`src/rtl/div_pkg.sv`:
```
// Shared types and constants for the divider issue/completion controller.
package div_pkg;

    localparam int unsigned        DIV_W       = 32;
    localparam logic [DIV_W-1:0]   DIV_ZERO_LO = 32'hFFFF_FFFF;

    typedef enum logic [1:0] {
        DIV_IDLE,
        DIV_BUSY,
        DIV_DONE
    } div_state_t;

endpackage

```
`src/rtl/div_issue_ctrl_if.sv`:
```
// EX-side and divider-side signals of the divide issue controller.
interface div_issue_ctrl_if #(
    parameter int unsigned DATA_W = 32
);
    logic                  ex_div_valid;
    logic                  ex_div_signed;
    logic [DATA_W-1:0]     ex_src_a;
    logic [DATA_W-1:0]     ex_src_b;
    logic                  ex_flush;
    logic                  div_stall;
    logic                  hilo_we;
    logic [DATA_W-1:0]     hi_o;
    logic [DATA_W-1:0]     lo_o;
    logic                  div_ena;
    logic                  div_signed;
    logic [DATA_W-1:0]     div_a;
    logic [DATA_W-1:0]     div_b;
    logic [2*DATA_W-1:0]   div_res;
    logic                  div_ready;

    // Controller side.
    modport slave (
        input  ex_div_valid, ex_div_signed, ex_src_a, ex_src_b, ex_flush,
        input  div_res, div_ready,
        output div_stall, hilo_we, hi_o, lo_o,
        output div_ena, div_signed, div_a, div_b
    );

    // Pipeline plus divider side.
    modport master (
        output ex_div_valid, ex_div_signed, ex_src_a, ex_src_b, ex_flush,
        output div_res, div_ready,
        input  div_stall, hilo_we, hi_o, lo_o,
        input  div_ena, div_signed, div_a, div_b
    );

endinterface

```
`src/rtl/div_issue_ctrl.sv`:
```
// EX-stage issue/completion controller for the multi-cycle divider.
// Optional BUSY watchdog enabled by defining DIV_WATCHDOG_EN.
module div_issue_ctrl
    import div_pkg::*;
#(
    parameter int unsigned DATA_W = DIV_W
`ifdef DIV_WATCHDOG_EN
    , parameter int unsigned WDOG_LIMIT = 40
`endif
) (
    input  logic              clk,
    input  logic              resetn,
    div_issue_ctrl_if.slave   bus,
    output logic              wdog_err
);

    localparam logic [DATA_W-1:0] ZERO_LO =
        (DATA_W == DIV_W) ? DATA_W'(DIV_ZERO_LO) : '1;

    div_state_t          r_state;
    logic                r_hilo_we;
    logic                r_div_ena;
    logic                r_div_signed;
    logic [DATA_W-1:0]   r_hi;
    logic [DATA_W-1:0]   r_lo;
    logic [DATA_W-1:0]   r_a;
    logic [DATA_W-1:0]   r_b;
    logic                w_accept;
    logic                w_wdog_expire;

    assign w_accept = (r_state == DIV_IDLE) && bus.ex_div_valid && !bus.ex_flush;

    // Issue FSM; flush beats a same-cycle ready, ready beats the watchdog.
    always_ff @(posedge clk or negedge resetn) begin
        if (!resetn) begin
            r_state      <= DIV_IDLE;
            r_hilo_we    <= 1'b0;
            r_div_ena    <= 1'b0;
            r_div_signed <= 1'b0;
            r_hi         <= '0;
            r_lo         <= '0;
            r_a          <= '0;
            r_b          <= '0;
        end else begin
            r_hilo_we <= 1'b0;
            case (r_state)
                DIV_IDLE: begin
                    if (w_accept) begin
                        r_a          <= bus.ex_src_a;
                        r_b          <= bus.ex_src_b;
                        r_div_signed <= bus.ex_div_signed;
                        if (bus.ex_src_b == '0) begin
                            r_hi      <= bus.ex_src_a;
                            r_lo      <= ZERO_LO;
                            r_hilo_we <= 1'b1;
                            r_state   <= DIV_DONE;
                        end else begin
                            r_div_ena <= 1'b1;
                            r_state   <= DIV_BUSY;
                        end
                    end
                end
                DIV_BUSY: begin
                    if (bus.ex_flush) begin
                        r_div_ena <= 1'b0;
                        r_state   <= DIV_IDLE;
                    end else if (bus.div_ready) begin
                        r_hi      <= bus.div_res[2*DATA_W-1:DATA_W];
                        r_lo      <= bus.div_res[DATA_W-1:0];
                        r_hilo_we <= 1'b1;
                        r_div_ena <= 1'b0;
                        r_state   <= DIV_DONE;
                    end else if (w_wdog_expire) begin
                        r_hi      <= '0;
                        r_lo      <= '0;
                        r_hilo_we <= 1'b1;
                        r_div_ena <= 1'b0;
                        r_state   <= DIV_DONE;
                    end
                end
                DIV_DONE: begin
                    r_state <= DIV_IDLE;
                end
                default: begin
                    r_div_ena <= 1'b0;
                    r_state   <= DIV_IDLE;
                end
            endcase
        end
    end

`ifdef DIV_WATCHDOG_EN
    localparam int unsigned WDOG_W = $clog2(WDOG_LIMIT + 1);

    logic [WDOG_W-1:0] r_wdog_cnt;
    logic              r_wdog_err;

    assign w_wdog_expire = (r_state == DIV_BUSY) &&
                           (r_wdog_cnt == WDOG_W'(WDOG_LIMIT - 1));

    // Saturating BUSY-cycle counter and sticky expiry flag.
    always_ff @(posedge clk or negedge resetn) begin
        if (!resetn) begin
            r_wdog_cnt <= '0;
            r_wdog_err <= 1'b0;
        end else begin
            if (w_accept) begin
                r_wdog_cnt <= '0;
            end else if ((r_state == DIV_BUSY) && (r_wdog_cnt != WDOG_W'(WDOG_LIMIT))) begin
                r_wdog_cnt <= r_wdog_cnt + WDOG_W'(1);
            end
            if (w_wdog_expire && !bus.ex_flush && !bus.div_ready) begin
                r_wdog_err <= 1'b1;
            end
        end
    end

    assign wdog_err = r_wdog_err;
`else
    assign w_wdog_expire = 1'b0;
    assign wdog_err      = 1'b0;
`endif

    assign bus.div_stall  = w_accept || (r_state == DIV_BUSY);
    // A flush arriving in the retire cycle must still squash the HI/LO write.
    assign bus.hilo_we    = r_hilo_we && !bus.ex_flush;
    assign bus.hi_o       = r_hi;
    assign bus.lo_o       = r_lo;
    assign bus.div_ena    = r_div_ena;
    assign bus.div_signed = r_div_signed;
    assign bus.div_a      = r_a;
    assign bus.div_b      = r_b;

endmodule

```
`src/flat_wrapper.sv`:
```
// flat-port wrapper written by rule: the top's interface ports become plain ports
module div_issue_ctrl_flat import div_pkg::*;
#(
    parameter int unsigned DATA_W = DIV_W

)
  (clk, resetn, wdog_err, bus_ex_div_valid, bus_ex_div_signed, bus_ex_src_a, bus_ex_src_b, bus_ex_flush, bus_div_res, bus_div_ready, bus_div_stall, bus_hilo_we, bus_hi_o, bus_lo_o, bus_div_ena, bus_div_signed, bus_div_a, bus_div_b);
  div_issue_ctrl_if #(.DATA_W(DATA_W)) bus_i ();
  input  logic clk;
  input  logic resetn;
  output logic wdog_err;
  input wire logic [$bits(bus_i.ex_div_valid)-1:0] bus_ex_div_valid;
  input wire logic [$bits(bus_i.ex_div_signed)-1:0] bus_ex_div_signed;
  input wire logic [$bits(bus_i.ex_src_a)-1:0] bus_ex_src_a;
  input wire logic [$bits(bus_i.ex_src_b)-1:0] bus_ex_src_b;
  input wire logic [$bits(bus_i.ex_flush)-1:0] bus_ex_flush;
  input wire logic [$bits(bus_i.div_res)-1:0] bus_div_res;
  input wire logic [$bits(bus_i.div_ready)-1:0] bus_div_ready;
  output wire logic [$bits(bus_i.div_stall)-1:0] bus_div_stall;
  output wire logic [$bits(bus_i.hilo_we)-1:0] bus_hilo_we;
  output wire logic [$bits(bus_i.hi_o)-1:0] bus_hi_o;
  output wire logic [$bits(bus_i.lo_o)-1:0] bus_lo_o;
  output wire logic [$bits(bus_i.div_ena)-1:0] bus_div_ena;
  output wire logic [$bits(bus_i.div_signed)-1:0] bus_div_signed;
  output wire logic [$bits(bus_i.div_a)-1:0] bus_div_a;
  output wire logic [$bits(bus_i.div_b)-1:0] bus_div_b;
  assign bus_i.ex_div_valid = bus_ex_div_valid;
  assign bus_i.ex_div_signed = bus_ex_div_signed;
  assign bus_i.ex_src_a = bus_ex_src_a;
  assign bus_i.ex_src_b = bus_ex_src_b;
  assign bus_i.ex_flush = bus_ex_flush;
  assign bus_i.div_res = bus_div_res;
  assign bus_i.div_ready = bus_div_ready;
  assign bus_div_stall = bus_i.div_stall;
  assign bus_hilo_we = bus_i.hilo_we;
  assign bus_hi_o = bus_i.hi_o;
  assign bus_lo_o = bus_i.lo_o;
  assign bus_div_ena = bus_i.div_ena;
  assign bus_div_signed = bus_i.div_signed;
  assign bus_div_a = bus_i.div_a;
  assign bus_div_b = bus_i.div_b;
  div_issue_ctrl #(.DATA_W(DATA_W)) u_core (.clk(clk), .resetn(resetn), .bus(bus_i), .wdog_err(wdog_err));
endmodule
```
`config.mk`:
```
export PLATFORM = sky130hd
export DESIGN_NAME = div_issue_ctrl_flat
export DESIGN_NICKNAME = d
export VERILOG_FILES = /design/src/rtl/div_pkg.sv /design/src/rtl/div_issue_ctrl_if.sv /design/src/rtl/div_issue_ctrl.sv /design/src/flat_wrapper.sv
export SDC_FILE = /design/constraint.sdc
export NUM_CORES = 1
export LEC_CHECK = 0
export CAP_MARGIN = 40
export CORE_ASPECT_RATIO = 0.75
export CORE_MARGIN = 4
export CORE_UTILIZATION = 64
export CTS_CLUSTER_SIZE = 28
export DETAILED_ROUTE_END_ITERATION = 12
export DONT_BUFFER_PORTS = 1
export GPL_ROUTABILITY_DRIVEN = 0
export PLACE_DENSITY = 0.8
export SYNTH_ARGS = -nofsm -noshare
export SYNTH_HDL_FRONTEND = slang
export SYNTH_SLANG_ARGS = --single-unit
```
`constraint.sdc`:
```
create_clock -name clk -period 3.95 [get_ports clk]
set_input_delay 0.9875 -clock clk [delete_from_list [all_inputs] [get_ports clk]]
set_output_delay 0.9875 -clock clk [all_outputs]
set_load 0.02 [all_outputs]
```
==> flow_summary.ini, run 1 <==
[status]
status = finished, final reports clean

[clock_tree]
cts_tree = done
cts_root_buf = clkbuf_16
cts_resized = 0
clockBufferDepth = 2
clkLatencyLatePin_ps = 410
cts_made_buffers = 17
clkTransAtPathRegs_ps = 60
cts_setup_buffers = 0
cts_max_level = 4
hold_buffers = 0
cts.sinks = 133

[route]
via_per_inst = 5.85
dr.pass1.iters = 5
wl_um = 13300
antenna_left = 0
wl_per_cell_um = 21.4
drc = 0
vias = 3653
drt_iter0_drc = 280

[logic_synthesis]
syn-num-nets = 642
synth_area_leaders = dfrtp_1 (60%), mux2_2 (17%), nand2_1 (8.9%)
avgSynthCellArea_um2 = 10.9
synth_top_area_cell = dfrtp_1
ys_types = 27
synthFlopType = dfrtp_1
ys_warn_count = 0
async_flop_share_pct = 100
syn_inst = 508
yosysSeqAreaShare_pct = 60.1
synth-edff-count = 0
netlist.area_leader.share_pct = 60.1
synth_seq_cells = 133
synth.cell_area_um2 = 5540

[timing]
skew_ps = 9.47
min_period_ps = 2970
rsz0062_at_grt = no
drv_slew = 0
min_period_over_period_pct = 75.2
finalSetupTns_ps = 0
max_freq_ghz = 0.337
worstMarginPinSlew_ps = 652
setup_viol = 0
hold_viol = 0
relSlewSlack_pct = 56.1

[global_route]
grt_pass1_wl_um = 20000
grt-ovfl-total = 0
grt_usage_pct = 25.8
grt_max_degree = 134
antenna_found_initial = 0
grt_pass1_vias = 3811

[critical_path]
crit_fanout = 45
required_ps = 2960
crit_type = input port to primary output
arrival_ps = 1980
startpoint_type = input port
cp-end-kind = primary output

[layout]
finalNetCount = 638
final_cell_mix = dfrtp_1 (133), nand2_1 (131), mux2_2 (85)
final_common_cell = dfrtp_1
drive_gt1_share_pct = 24.8
final_util_pct = 73.6
diodes = 0
area_growth_pct = 12.4
fillers = 587

[power]
powerDensity_nw_per_um2 = 717
peakVddDrop_mv = 0.451
p_leak_uw = 0.00285
p_total_uw = 4460

[die]
initial_core_util_pct = 65.5
die_area_um2 = 10200
die_h_um = 88.6
fp.dieW_um = 115
ios = 267
core_region_area_um2 = 8450
num_rows = 29

[job]
max_cap_violations = 0

[placement]
hpwl_um = 9660
io_buffers = 0

[worst_hold_path]
hold_class = input port to asynchronous set/reset pin
==> final timing paths <==
check                                  start             endpoint  slack (ps)  depth (start not counted)
max                             bus_ex_flush        bus_div_stall         980                          4
min                                   resetn  u_core.bus.lo_o[19]         280                          0
max reg2reg                u_core.r_state[1]   u_core.bus.hi_o[1]        1620                          6
min reg2reg                u_core.r_state[0]    u_core.r_state[0]         560                          2
max in group asynchronous             resetn  u_core.bus.div_a[0]        3480                          0
min in group clk           u_core.r_state[0]    u_core.r_state[0]         560                          2
==> sequential cells by signal, summed over array words and instances (netlist names) <==
| register | cells |
|---|---|
| u_core.bus.div_a | 32 |
| u_core.bus.div_b | 32 |
| u_core.bus.hi_o | 32 |
| u_core.bus.lo_o | 32 |
| u_core.r_state | 2 |
| u_core.bus.div_ena | 1 |
| u_core.bus.div_signed | 1 |
| u_core.r_hilo_we | 1 |
==> cell families after synthesis <==
group / after synthesis / share of synthesized area [%]
simple gates: 219 / 15.9
flops: 133 / 60.1
mux: 86 / 17.5
compound gates: 37 / 3.73
buf+inv: 32 / 2.69
other cells: 1 / 0.0677
==> synth_stat cells, types with 3 or more instances <==
cell type,count
mux2_2,85
nor2_1,66
nand3_1,3
nand4_1,3
clkbuf_1,19
a21oi_1,32
nand2_1,131
buf_6,3
dfrtp_1,133
buf_1,6
nor4_1,8
==> per-layer routing <==
metal / routed length [µm] / global-route usage, % / vias to the layer above
met4: 155 / 8.85 / 0
met5: 0 / 0 / -
met2: 7130 / 45.3 / 195
met3: 1600 / 12.6 / 14
li1: - / - / 1667
met1: 4450 / 27.3 / 1777
==> cell type report <==
type                            instances  area [µm²]  share of cell area (%)
Clock buffer                           18         439                    7.06
Clock inverter                         13         148                    2.37
Inverter                                1        3.75                  0.0603
Multi-Input combinational cell        343        2070                    33.3
Sequential cell                       133        3330                    53.5
Tap cell                              108         135                    2.17
Timing Repair Buffer                    8         100                    1.61
==> per-stage QoR <==
stage | hold WS [ps] | worst slack, ps | instances | area [µm²]
global route | 250 | 886 | 624 | 6220
CTS | 263 | 973 | 624 | 6220
floorplan | 484 | 948 | 508 | 5540
global placement | 520 | 1020 | 591 | 5580
detailed placement | 549 | 995 | 593 | 5640
finish | 279 | 980 | 624 | 6220
==> where the power goes <==
part / leakage, µW / internal, µW / switching [µW]
clock: 0.000276 / 950 / 584
sequential: 0.00159 / 1720 / 734
combinational: 0.000983 / 269 / 209
total: 0.00285 / 2940 / 1530
==> critical path: stages <==
cell and delay (ps):
nor2_1 30, nand3_1 130, buf_4 440, o21ai_0 400
(Power assumes the default switching activity.)
==> run 2: changes to the inputs <==
- CORE_UTILIZATION: 64 -> 63
- PLACE_DENSITY: 0.8 -> 0.79
- clock period: 3.95 -> 3.1 ns (I/O delays scaled with it)
==> run 2 against run 1 <==
  * Utilization decreased by 0.57 points
  * Hold slack got worse by 210 ps
  * Final area about the same
  * Global-route usage down 1.0 points
==> flow_summary.ini, run 2 (synthesized netlist as in run 1, its figures left out) <==
[power]
switching_power_uw = 1960
p_sw_share_pct = 34.2
p_seq_share_pct = 54.7
p_leak_uw = 0.00285
peakVddDrop_mv = 0.592
p_comb_share_pct = 10.6
p_total_uw = 5730
p_int_uw = 3770
pwr-share-clk_pct = 34.8
powerDensity_nw_per_um2 = 919

[clock_tree]
hold_buffers = 0
clkLatencyLatePin_ps = 400
cts.sinks = 133
clkTransAtPathRegs_ps = 60
cts_setup_buffers = 0
cts_resized = 0
cts_root_buf = clkbuf_16
clockBufferDepth = 2
cts_made_buffers = 17
cts_tree = done
cts_max_level = 4

[placement]
placed_cells = 595
hpwl_um = 9480
io_buffers = 0

[timing]
drv_slew = 0
worstMarginPinSlew_ps = 662
relSlewSlack_pct = 55.9
min_period_over_period_pct = 82.8
rsz0062_at_grt = no
finalSetupTns_ps = 0
hold_viol = 0
skew_ps = 10.8
setup_viol = 0
min_period_ps = 2570
max_freq_ghz = 0.390

[global_route]
use_met1_pct = 28.0
grt_usage_pct = 24.7
grt-busiest-layer = met2
grt_pass1_wl_um = 19500
grt_max_degree = 134
antenna_found_initial = 0
met2_usage_pct = 42.6
grt_pass1_vias = 3694
grt-ovfl-total = 0
met3_usage_pct = 10.8

[die]
core_region_area_um2 = 8530
ios = 267
num_rows = 29
die_h_um = 89.2
initial_core_util_pct = 64.9
fp.dieW_um = 116
die_area_um2 = 10400

[layout]
finalNetCount = 640
fillers = 609
final_common_cell = dfrtp_1
drive_gt1_share_pct = 25.4
stdcell_count = 627
area_growth_pct = 12.5
final_cell_mix = dfrtp_1 (133), nand2_1 (131), mux2_2 (85)
diodes = 0

[status]
status = finished, final reports clean

[route]
dr.pass1.iters = 4
drt_iter0_drc = 314
antenna_left = 0
drc = 0
via_per_inst = 5.80
wl_per_cell_um = 21.1
vias = 3638
wl_um = 13200

[critical_path]
crit_fanout = 21
required_ps = 2320
crit_type = flop to primary output
cp-end-kind = primary output
startpoint_type = flop
arrival_ps = 1790

[worst_hold_path]
hold_class = input port to asynchronous set/reset pin

[job]
max_cap_violations = 0
## run 2: final timing paths
kind / cells past startpoint / startpoint / slack, ps / to
max: 4 / u_core.r_state[1] / 530 / bus_div_stall
min: 0 / resetn / 70 / u_core.bus.hi_o[19]
max reg2reg: 5 / u_core.r_state[1] / 910 / u_core.bus.hi_o[5]
min reg2reg: 2 / u_core.r_state[0] / 560 / u_core.r_state[0]
max in group asynchronous: 0 / resetn / 2850 / u_core.bus.lo_o[21]
min in group clk: 2 / bus_ex_src_a[20] / 480 / u_core.bus.div_a[20]
## run 2: stage by stage
| step | area [µm²] | hold WS, ps | util, % | setup WS, ps |
|---|---|---|---|---|
| finish | 6230 | 66.9 | 73.0 | 535 |
| global route | 6230 | 38.5 | 73.0 | 365 |
| CTS | 6230 | 50.4 | 73.0 | 515 |
| detailed placement | 5630 | 482 | 66.0 | 574 |
| global placement | 5630 | 482 | 66.0 | 616 |
| floorplan | 5540 | 479 | - | 523 |
## run 2: power by group through the flow
stage	clock [µW]	combinational [µW]	sequential [µW]
after floorplan	0	519	3010
after global placement	0	565	3150
after detailed placement	0	610	3170
after CTS	2030	613	3150
after global routing	2110	683	3190
final	1990	605	3130
## run 2: metal layers
metal / vias up / share of wire, % / wire [µm]
met5: - / 0 / 0
met4: 0 / 1.1 / 142
met3: 10 / 10 / 1360
met2: 175 / 53 / 7000
met1: 1775 / 36 / 4710
li1: 1678 / - / -
## run 2: final cells by class
type / instances / area, µm² / share of cell area, %
Clock inverter: 13 / 146 / 2.35
Multi-Input combinational cell: 343 / 2070 / 33.3
Clock buffer: 19 / 453 / 7.27
Inverter: 1 / 3.75 / 0.0603
Sequential cell: 133 / 3330 / 53.4
Tap cell: 108 / 135 / 2.17
Timing Repair Buffer: 10 / 87.6 / 1.41
## run 2: critical path: stages (launching register included)
cell	delay, ps
dfrtp_1	460
nor2_1	190
nand3_2	380
o21ai_0	200
buf_4	170
